### config.mk
export PLATFORM = sky130hd
export DESIGN_NAME = axi4_lite_master
export DESIGN_NICKNAME = d
export VERILOG_FILES = /design/src/rtl/axi4_lite_master.sv
export SDC_FILE = /design/constraint.sdc
export NUM_CORES = 1
export LEC_CHECK = 0
export BUFFER_PORTS_ARGS = -buffer_cell sky130_fd_sc_hd__buf_2
export CORE_MARGIN = 1.5
export CORE_UTILIZATION = 30
export CTS_CLUSTER_DIAMETER = 100
export DETAILED_ROUTE_END_ITERATION = 8
export PLACE_DENSITY = 0.63
export SLEW_MARGIN = 20
export SYNTH_ARGS = -nofsm -noshare
export SYNTH_HDL_FRONTEND = slang
export SYNTH_SLANG_ARGS = --single-unit
### constraint.sdc
create_clock -name ACLK -period 6 [get_ports ACLK]
set_clock_uncertainty 0.1 [all_clocks]
set_input_delay 0.6 -clock ACLK [delete_from_list [all_inputs] [get_ports ACLK]]
set_output_delay 0.6 -clock ACLK [all_outputs]
set_load 0.005 [all_outputs]
### src/rtl/axi4_lite_master.sv
// AXI4-Lite master: turns a simple command/response handshake into single AXI4-Lite
// read or write transactions, with at most one transaction in flight.
module axi4_lite_master #(
    parameter int ADDR_WIDTH = 8
) (
    input  logic                  ACLK,
    input  logic                  ARESET,
    input  logic                  cmd_valid,
    output logic                  cmd_ready,
    input  logic                  cmd_write,
    input  logic [ADDR_WIDTH-1:0] cmd_addr,
    input  logic [31:0]           cmd_wdata,
    input  logic [3:0]            cmd_wstrb,
    output logic                  rsp_valid,
    input  logic                  rsp_ready,
    output logic [31:0]           rsp_rdata,
    output logic [1:0]            rsp_resp,
    output logic                  rsp_write,
    output logic [ADDR_WIDTH-1:0] m_axi_awaddr,
    output logic [2:0]            m_axi_awprot,
    output logic                  m_axi_awvalid,
    input  logic                  m_axi_awready,
    output logic [31:0]           m_axi_wdata,
    output logic [3:0]            m_axi_wstrb,
    output logic                  m_axi_wvalid,
    input  logic                  m_axi_wready,
    input  logic [1:0]            m_axi_bresp,
    input  logic                  m_axi_bvalid,
    output logic                  m_axi_bready,
    output logic [ADDR_WIDTH-1:0] m_axi_araddr,
    output logic [2:0]            m_axi_arprot,
    output logic                  m_axi_arvalid,
    input  logic                  m_axi_arready,
    input  logic [31:0]           m_axi_rdata,
    input  logic [1:0]            m_axi_rresp,
    input  logic                  m_axi_rvalid,
    output logic                  m_axi_rready
);

    typedef enum logic [2:0] {
        IDLE,
        WR_REQ,
        WR_RESP,
        RD_REQ,
        RD_RESP,
        RESPOND
    } state_t;

    localparam logic [ADDR_WIDTH-1:0] WORD_MASK = {{(ADDR_WIDTH-2){1'b1}}, 2'b00};

    state_t                  state, state_nxt;
    logic                    cmd_ready_q;
    logic                    awvalid_q;
    logic                    wvalid_q;
    logic [ADDR_WIDTH-1:0]   addr_q;
    logic [31:0]             wdata_q;
    logic [3:0]              wstrb_q;
    logic [31:0]             rsp_rdata_q;
    logic [1:0]              rsp_resp_q;
    logic                    rsp_write_q;

    logic cmd_fire;
    logic aw_fire;
    logic w_fire;
    logic b_fire;
    logic r_fire;
    logic wr_done;

    assign cmd_fire = cmd_valid && cmd_ready_q;
    assign aw_fire  = awvalid_q && m_axi_awready;
    assign w_fire   = wvalid_q && m_axi_wready;
    assign b_fire   = (state == WR_RESP) && m_axi_bvalid;
    assign r_fire   = (state == RD_RESP) && m_axi_rvalid;
    // Either channel may already be finished; the other may complete this cycle.
    assign wr_done  = (!awvalid_q || m_axi_awready) && (!wvalid_q || m_axi_wready);

    always_comb begin
        state_nxt = state;
        case (state)
            IDLE:    if (cmd_fire) state_nxt = cmd_write ? WR_REQ : RD_REQ;
            WR_REQ:  if (wr_done) state_nxt = WR_RESP;
            WR_RESP: if (m_axi_bvalid) state_nxt = RESPOND;
            RD_REQ:  if (m_axi_arready) state_nxt = RD_RESP;
            RD_RESP: if (m_axi_rvalid) state_nxt = RESPOND;
            RESPOND: if (rsp_ready) state_nxt = IDLE;
            default: state_nxt = IDLE;
        endcase
    end

    // cmd_ready is a flop so it stays low while reset is held and rises one edge later.
    always_ff @(posedge ACLK or posedge ARESET) begin
        if (ARESET) begin
            state       <= IDLE;
            cmd_ready_q <= 1'b0;
            awvalid_q   <= 1'b0;
            wvalid_q    <= 1'b0;
            addr_q      <= '0;
            wdata_q     <= '0;
            wstrb_q     <= '0;
            rsp_rdata_q <= '0;
            rsp_resp_q  <= '0;
            rsp_write_q <= 1'b0;
        end else begin
            state       <= state_nxt;
            cmd_ready_q <= (state_nxt == IDLE);
            if (cmd_fire) begin
                addr_q    <= cmd_addr & WORD_MASK;
                wdata_q   <= cmd_wdata;
                wstrb_q   <= cmd_wstrb;
                awvalid_q <= cmd_write;
                wvalid_q  <= cmd_write;
            end else begin
                if (aw_fire) awvalid_q <= 1'b0;
                if (w_fire)  wvalid_q  <= 1'b0;
            end
            if (b_fire) begin
                rsp_rdata_q <= '0;
                rsp_resp_q  <= m_axi_bresp;
                rsp_write_q <= 1'b1;
            end else if (r_fire) begin
                rsp_rdata_q <= m_axi_rdata;
                rsp_resp_q  <= m_axi_rresp;
                rsp_write_q <= 1'b0;
            end
        end
    end

    assign cmd_ready     = cmd_ready_q;
    assign rsp_valid     = (state == RESPOND);
    assign rsp_rdata     = rsp_rdata_q;
    assign rsp_resp      = rsp_resp_q;
    assign rsp_write     = rsp_write_q;
    assign m_axi_awaddr  = addr_q;
    assign m_axi_awprot  = 3'b000;
    assign m_axi_awvalid = awvalid_q;
    assign m_axi_wdata   = wdata_q;
    assign m_axi_wstrb   = wstrb_q;
    assign m_axi_wvalid  = wvalid_q;
    assign m_axi_bready  = (state == WR_RESP);
    assign m_axi_araddr  = addr_q;
    assign m_axi_arprot  = 3'b000;
    assign m_axi_arvalid = (state == RD_REQ);
    assign m_axi_rready  = (state == RD_RESP);

endmodule

; ---- Word-level counts from Yosys, hierarchy flattened
; Cells that the tools add are included.
[totals]
word_cells = 48
in_bits = 90
reg_bits = 83
out_inout_bits = 100
[op_classes]
n_reduce_logical = 15
eq_ne = 5
mux = 18
[op_table]
columns = op, count
row1 = 32-bit 2-to-1 mux, 2
row2 = 3-bit 2-to-1 mux, 6
row3 = 3-bit case mux with 6 select lines, 1
row4 = "3-bit by 2-bit == test with 1-bit output, second input constant", 2
row5 = "3-bit == test, second input constant", 2
row6 = 1-bit logical AND, 6
row7 = 3-bit zero test, 2
row8 = 1-bit 2-to-1 mux, 6
row9 = 2-bit 2-to-1 mux, 3
row10 = 2-bit nonzero test, 3
row11 = "3-bit by 1-bit == test with 1-bit output, second input constant", 1
row12 = 1-bit zero test, 2
row13 = 1-bit logical OR, 2

; ---- Logic depth before layout (Yosys ltp)
; Gate-level depths: netlist (run 1).
[logic_depth]
ltp_word = 6
depth_mapped = 5
mapped_depth_nobuf = 3

; ---- Worst setup path after synthesis (run 1)
; No wires, ideal clock.
[synth_path]
path_type = input -> register
from = input port cmd_valid
to = register addr_q[7] (netlist: m_axi_araddr[7])
n_path_buf = 1
setup_ps = 125
required_time_ps = 5775
path_stages = 3
arrival_ps = 1343
slack_ps = 4432
cell_sequence = nand2_1 -> buf_2 -> mux2_2
[synth_between]
elab_chain_cells = 1
[synth_rtl]
columns = element, line_no
row1 = start: declaration, 8  ; input logic cmd_valid,
row2 = 1-bit logical AND, 69  ; assign cmd_fire = cmd_valid && cmd_ready_q;
row3 = end signal: assignment, 107  ; addr_q <= cmd_addr & WORD_MASK;
row4 = end: declaration, 55  ; logic [ADDR_WIDTH-1:0] addr_q;
; No other way between the ends.
; A chain may end at the register's enable or synchronous reset.

; ---- Worst setup path after layout (run 1)
[layout_path]
from = register state[2]
to = output port m_axi_bready
[layout_between]
elab_chain_cells = 1
[layout_rtl]
columns = element, line_no
row1 = start: declaration, 51  ; state_t state, state_nxt;
row2 = start signal: assignment, 104  ; state <= state_nxt;
row3 = 3-bit by 2-bit == test with 1-bit output, 139  ; assign m_axi_bready = (state == WR_RESP);
row4 = end: declaration, 29  ; output logic m_axi_bready,
; No other way between the ends.

==> metrics.csv, run 1 <==
metric,value,unit
status,"finished, final reports clean",
syn_to_final_growth,34.1,%
cts_tree,built,
syn_inst,230,
setup_tns,0,ns
p_leak,2.39,nW
cp.arrival,1.34,ns
drv_cap,0,
critPathKind,register to primary output,
synth_top_cell_by_area,dfrtp_1,
switchingPower,0.681,mW
ys.flop_type,dfrtp_1,
period_minus_slack,2.04,ns
postSynth.asyncResetShare,100,%
gr-total-overflow,0,
power.total,2.26,mW
synth_common_cells,"dfrtp_1, mux2_2, a22o_1, buf_4, buf_2",
rsz0062_at_grt,no,
initial_core_util,31.1,%
io_pins,190,
grt_pass1_vias,2390,
die_x,110,µm
end_kind,primary output,
antenna_found_initial,0,
fin_ws,3.96,ns
cts_hold_buf,0,
drc,0,
hpwl,5320,µm
port_buffers,177,
r2r-start,state[0],
diodes,0,
yosysMostFrequentCell,dfrtp_1,
clock_path_buffers,2,
die_y,110,µm
totalWireLength,7410,µm
grt_pass1_wl,11300,µm
power_frac_comb,35.3,%
post_route_cells_drive_above_1_share,61.1,%
yosysSeqAreaShare,61.0,%
p_per_area,494,nW/µm²
drtIter0Drc,80,
cts_resized,0,
clkPwrFrac,21.9,%
place_congestion,0.670,
yosysTopAreaCellShare,61.0,%
die_area,12000,µm²
crit_start,state[2],
wire_per_inst,13.6,µm
seq_power_share,42.7,%
grtUsageTotal,12.5,%
cp_data_required_time,5.30,ns
route.vias.total,2449,
cp_max_fo,11,
synthesis.area,3400,µm²
tightestPinTransition,0.992,ns
coreArea,10900,µm²
maxSlewHeadroom,33.6,%
hold_class,primary input to async pin,
cts.sinks,83,
final_nets,489,
postRouteAntennaNets,0,
min_period_over_period,34.0,%
switching_share,30.2,%
grt_max_degree,84,
synth-warning-count,0,
synth_area_per_cell,14.8,µm²
finalHoldViolations,0,
critPathLaunchType,register,
fmax,0.490,GHz
finalSetupViolCount,0,
ys_ff_latch,83,
pre_cts_slack,3.87,ns
clockRootBuffer,clkbuf_16,
htreeDepth,3,
peakVddDrop,200,µV
drtPass1Iterations,4,
post_cts_buffers,0,
p_int,1.57,mW
synth_area_leaders,"dfrtp_1, mux2_2, a22o_1",
synth_edf_count,0,
numCtsBuffers,9,
synth.distinct_cells,31,
rows,38,
clk_pin_slew,0.06,ns
fillCellCount,1036,
clk_latency,0.32,ns
via_per_inst,4.50,
drv_slew,0,
-- metrics by stage --
stage,std cells,cell area (µm²),hold WS (ns),utilization [%]
after detailed placement,528,4290,0.378,39.2
final,544,4560,0.361,41.7
after floorplan,239,3440,0.389,-
after global routing,544,4560,0.385,41.7
after CTS,544,4560,0.373,41.7
after global placement,528,4290,0.378,39.2
-- per-layer routing --
metal / vias up / track usage [%] / wire, µm
li1: 1137 / - / -
met1: 1170 / 15.7 / 3120
met4: 0 / 6.77 / 152
met5: - / 0 / 0
met3: 13 / 3.91 / 755
met2: 129 / 18.9 / 3380
-- kinds of logic (layout without fill, tap and decap cells) --
family / Yosys count / in the layout / synth area share (%)
buf+inv: 32 / 197 / 6.98
mux: 43 / 43 / 14.3
compound gates: 40 / 40 / 10.3
simple gates: 31 / 31 / 7.24
other cells: 1 / 10 / 0.110
flops: 83 / 83 / 61.0
-- layout make-up --
class                   instances  area (µm²)  area share [%]
inverters                       2        8.76           0.192
multi-input cells             124        1130            24.7
flip-flops and latches         83        2080            45.5
repair buffers                179         905            19.8
clock inverters                 4        26.3           0.576
clock buffers                  12         246            5.40
well taps                     140         175            3.84
-- path summary, 6_finish.rpt --
kind	end	slack, ns	depth (start not counted)
hold / removal	m_axi_wstrb[1]	0.36	3
hold reg to reg	rsp_rdata[4]	0.39	1
min in group ACLK	rsp_rdata[14]	0.39	2
setup / recovery	m_axi_bready	3.96	3
setup reg to reg	rsp_rdata[17]	4.07	4
max in group asynchronous	rsp_rdata[25]	4.94	3
-- power by group through the flow --
stage | clock (mW) | sequential, mW | combinational [mW]
after global placement | 0 | 0.961 | 0.793
final | 0.495 | 0.964 | 0.797
after floorplan | 0 | 0.971 | 0.491
after detailed placement | 0 | 0.970 | 0.815
after global routing | 0.545 | 1.00 | 0.887
after CTS | 0.520 | 0.968 | 0.813
-- critical path: stages (launching register included) --
cell	delay, ns
dfrtp_1	0.51
or2b_1	0.30
nor2_1	0.09
buf_2	0.12
-- layout by cell type (no fill, tap or decap), types with 2 or more instances in the layout --
master / count
a22o_1: 33
buf_2: 177
clkbuf_1: 2
clkbuf_16: 9
clkinv_2: 3
conb_1: 10
dfrtp_1: 83
mux2_2: 42
nand2_1: 4
nand4bb_1: 3
nor2_1: 6
nor2b_1: 3
nor3_1: 3
o22ai_1: 2
-- registers in the layout, indices dropped and copies added, names as in the netlist --
name           cells
rsp_resp           2
state              3
m_axi_wstrb        4
m_axi_araddr       6
rsp_rdata         32
rsp_write          1
m_axi_awvalid      1
cmd_ready          1
m_axi_wdata       32
m_axi_wvalid       1
Note: power is estimated with default switching activity, not from simulation.
==> run 2: changes to the inputs <==
--- a/config.mk
+++ b/config.mk
@@ -10,7 +10,7 @@
 export CORE_UTILIZATION = 30
 export CTS_CLUSTER_DIAMETER = 100
 export DETAILED_ROUTE_END_ITERATION = 8
-export PLACE_DENSITY = 0.63
+export PLACE_DENSITY = 0.65
 export SLEW_MARGIN = 20
 export SYNTH_ARGS = -nofsm -noshare
 export SYNTH_HDL_FRONTEND = slang
==> constraint.sdc (replaced) <==
create_clock -name ACLK -period 1.85 [get_ports ACLK]
set_clock_uncertainty 0.1 [all_clocks]
set_input_delay 0.185 -clock ACLK [delete_from_list [all_inputs] [get_ports ACLK]]
set_output_delay 0.185 -clock ACLK [all_outputs]
set_load 0.005 [all_outputs]
==> run 2 against run 1 <==
Setup slack got worse by 3.8 ns; register-to-register slack worse by 3.9 ns; die area stayed put; via count rose by 12%; combinational power grew to 3.6 times the previous value; first-iteration DRC count grew 23%; clock power grew to 3.5 times the previous value; routed wire length increased by 14%.
==> metrics.csv, run 2 (same netlist as run 1, synthesis figures left out) <==
metric,value,unit
status,"finished, final reports clean",
antenna_found_initial,0,
gr-total-overflow,0,
fin_area,5360,µm²
route.vias.total,2743,
hpwl,5400,µm
final_nets,565,
via_per_inst,4.42,
cp_data_required_time,1.56,ns
clock_path_buffers,2,
fmax,0.602,GHz
drtIter0Drc,98,
die_area,12000,µm²
place_congestion,0.733,
grtUsageTotal,13.9,%
final_cell_mix,"buf_2, dfrtp_1, dlygate4sd3_1",
io_pins,190,
coreArea,10900,µm²
setup_tns,0,ns
wire_per_inst,13.7,µm
syn_to_final_growth,57.4,%
p_per_area,1430,nW/µm²
clockRootBuffer,clkbuf_16,
p_leak,2.72,nW
final_cells,620,
finalHoldViolations,0,
diodes,0,
cp_max_fo,8,
grt_pass1_wl,12800,µm
numCtsBuffers,9,
die_y,110,µm
min_period_over_period,89.8,%
dp.cells,532,
grt_max_degree,84,
critPathLaunchType,register,
cts_resized,0,
hold_class,primary input to register,
cts.sinks,83,
critPathKind,register to primary output,
rows,38,
cts_tree,built,
drc,0,
port_buffers,177,
die_x,110,µm
post_route_cells_drive_above_1_share,52.5,%
initial_core_util,31.1,%
drv_slew,0,
grt_pass1_vias,2817,
htreeDepth,3,
place_area,4350,µm²
peakVddDrop,620,µV
finalSetupViolCount,0,
rsz0062_at_grt,no,
fillCellCount,952,
end_kind,primary output,
drv_cap,0,
clk_latency,0.33,ns
postRouteAntennaNets,0,
cp.arrival,1.38,ns
totalWireLength,8480,µm
drtPass1Iterations,4,
final_common_cell,buf_2,
period_minus_slack,1.66,ns
multi_input_area,1130,µm²
register_area,2080,µm²
clk_pin_slew,0.06,ns
-- run 2: stage by stage --
| step | power [mW] | hold WS (ns) | setup WS (ns) | utilization (%) |
|---|---|---|---|---|
| 2_1_floorplan | 4.74 | 0.225 | 0.446 | - |
| 4_1_cts | 7.74 | 0.00223 | 0.173 | 48.8 |
| 3_5_place_dp | 5.85 | 0.247 | 0.238 | 39.7 |
| 5_1_grt | 8.20 | 0.000217 | 0.0722 | 49.0 |
| 3_3_place_gp | 5.74 | 0.242 | 0.280 | 39.7 |
| 6_report | 7.67 | 0.0156 | 0.188 | 49.0 |
-- run 2: critical path, cell delays in order (launching register included) --
cell and delay [ns]:
dfrtp_1 0.42, buf_4 0.18, nor2b_1 0.15, and2_2 0.18
buf_2 0.12
-- run 2: final cells by class --
type	instances	share of cell area, %
flip-flops and latches	83	38.8
repair buffers	255	31.3
multi-input cells	124	21.0
clock buffers	10	4.27
well taps	140	3.27
clock inverters	6	1.19
inverters	2	0.210
-- run 2: timing repair --
action / in CTS / in global routing
hold buffers: 70 / 2
hold endpoints to repair: 152 / 2
setup buffers: 0 / 0
-- run 2: where the power goes --
part           total, mW  internal (mW)  switching [mW]
combinational       2.84           1.68            1.16
sequential          3.09           2.64           0.451
clock               1.73           1.04           0.689
-- run 2: path summary, 6_finish.rpt --
check / endpoint / startpoint / slack (ns) / cells after the start
worst max-delay path: m_axi_arvalid / state[1] / 0.19 / 4
worst min-delay path: m_axi_wdata[30] / cmd_wdata[30] / 0.02 / 2
worst max register to register: rsp_rdata[22] / state[1] / 0.21 / 3
worst min register to register: m_axi_wdata[7] / m_axi_wdata[7] / 0.40 / 1
max in group asynchronous: m_axi_wdata[7] / ARESET / 0.90 / 4
min in group asynchronous: rsp_rdata[30] / ARESET / 0.43 / 4
-- run 2: metal layers --
metal	global-route usage [%]	vias up	wire, µm
met4	5.19	0	133
met5	0	-	0
met2	24.0	136	4200
li1	-	1292	-
met1	15.5	1304	3430
met3	5.16	11	720
==> run 3: changes to the inputs <==
--- a/config.mk
+++ b/config.mk
@@ -11,6 +11,7 @@
 export CTS_CLUSTER_DIAMETER = 100
 export DETAILED_ROUTE_END_ITERATION = 8
 export PLACE_DENSITY = 0.65
+export REMOVE_ABC_BUFFERS = 1
 export SLEW_MARGIN = 20
 export SYNTH_ARGS = -nofsm -noshare
 export SYNTH_HDL_FRONTEND = slang
==> run 3 against run 2 <==
Total power up 0.73%; register-to-register slack worse by 0.02 ns; utilization up 0.42 points; largest power group unchanged; sequential power about the same.
==> metrics.csv, run 3 (same netlist as run 1, synthesis figures left out) <==
metric,value,unit
wire_per_inst,13.4,µm
clock_path_buffers,2,
status,"finished, final reports clean",
cp_max_fo,7,
p_leak,2.76,nW
die_y,110,µm
peakVddDrop,683,µV
drtPass1Iterations,4,
clk_pin_slew,0.06,ns
die_x,110,µm
switchingPower,2.31,mW
fin_area,5410,µm²
final_cells,624,
register_area,2080,µm²
seq_power_share,40.2,%
final_common_cell,buf_2,
clkPwrFrac,23.0,%
clockRootBuffer,clkbuf_16,
grt_pass1_wl,12700,µm
post_cts_buffers,0,
coreArea,10900,µm²
final_nets,569,
post_route_cells_drive_above_1_share,52.5,%
cp.arrival,1.39,ns
drc,0,
grt_max_degree,84,
place_area,4350,µm²
setup_tns,0,ns
postRouteAntennaNets,0,
slowest_delay,0.44,ns
port_buffers,177,
end_kind,primary output,
rsz0062_at_grt,no,
power.total,7.72,mW
fmax,0.596,GHz
totalWireLength,8340,µm
min_from,m_axi_bresp[0],
place_congestion,0.733,
io_pins,190,
cts_tree,built,
cts_hold_buf,75,
cp_data_required_time,1.56,ns
r2r-start,state[1],
period_minus_slack,1.68,ns
htreeDepth,3,
drtIter0Drc,95,
finalSetupViolCount,0,
diodes,0,
min_period_over_period,90.7,%
power_frac_comb,36.9,%
hold_class,primary input to register,
crit_start,state[1],
syn_to_final_growth,58.8,%
clk_latency,0.32,ns
initial_core_util,31.1,%
route.vias.total,2731,
r2r.worst_path.cells,3,
numCtsBuffers,9,
path_cells,buf_4 -> or2b_1 -> nor2_1 -> buf_2,
via_per_inst,4.38,
p_per_area,1430,nW/µm²
die_area,12000,µm²
hold_path_depth,3,
worst_path_max_delay_cell,dfrtp_1,
finalHoldViolations,0,
cts_resized,0,
drv_slew,0,
rows,38,
dp.cells,533,
grtUsageTotal,13.9,%
cts.sinks,83,
critPathLaunchType,register,
gr-total-overflow,0,
final_cell_mix,"buf_2, dfrtp_1, dlygate4sd3_1",
multi_input_area,1130,µm²
p_int,5.41,mW
antenna_found_initial,0,
hpwl,5210,µm
grt_pass1_vias,2727,
critPathKind,register to primary output,
drv_cap,0,
fillCellCount,938,
switching_share,29.9,%
run 3: path summary, 6_finish.rpt:
check | end | slack, ns
setup / recovery | m_axi_bready | 0.17
setup reg to reg | rsp_rdata[9] | 0.19
hold / removal | rsp_resp[0] | 0.02
hold reg to reg | rsp_rdata[10] | 0.40
min in group asynchronous | rsp_rdata[5] | 0.40
max in group asynchronous | m_axi_araddr[7] | 0.90
run 3: layer usage:
metal | routed length [µm] | share of wire, % | global-route usage [%] | vias up
li1 | - | - | - | 1306
met1 | 3360 | 40 | 15.6 | 1284
met2 | 4160 | 50 | 24.7 | 128
met3 | 640 | 7.7 | 3.02 | 13
met4 | 175 | 2.1 | 7.14 | 0
met5 | 0 | 0 | 0 | -
run 3: power groups by stage:
stage / registers (mW) / logic (mW) / clock network, mW
3_3_place_gp: 3.09 / 2.68 / 0
4_1_cts: 3.09 / 2.86 / 1.84
3_5_place_dp: 3.10 / 2.75 / 0
2_1_floorplan: 3.20 / 1.31 / 0
6_report: 3.10 / 2.85 / 1.77
5_1_grt: 3.20 / 3.13 / 1.92
run 3: layout make-up:
cell class,instances,share of cell area (%)
clock inverter,6,1.20
sequential,83,38.4
timing repair buffer,259,31.7
inverter,2,0.162
tap,140,3.24
clock buffer,10,4.42
multi-input combinational,124,20.8
run 3: worst max-delay path, delay by kind of cell, from the launching register on:
family                 cells  cell delay [ns]
DFF                        1             0.44
and+or+nand+nor            2             0.35
buffers and inverters      2             0.29
run 3: metrics by stage:
step | hold WS, ns | util (%) | setup slack [ns]
floorplan | 0.225 | - | -0.572
global placement | 0.211 | 39.8 | 0.260
detailed placement | 0.217 | 39.8 | 0.207
CTS | 0.0163 | 49.4 | 0.152
global route | 0.0245 | 49.4 | 0.0721
finish | 0.0214 | 49.4 | 0.173
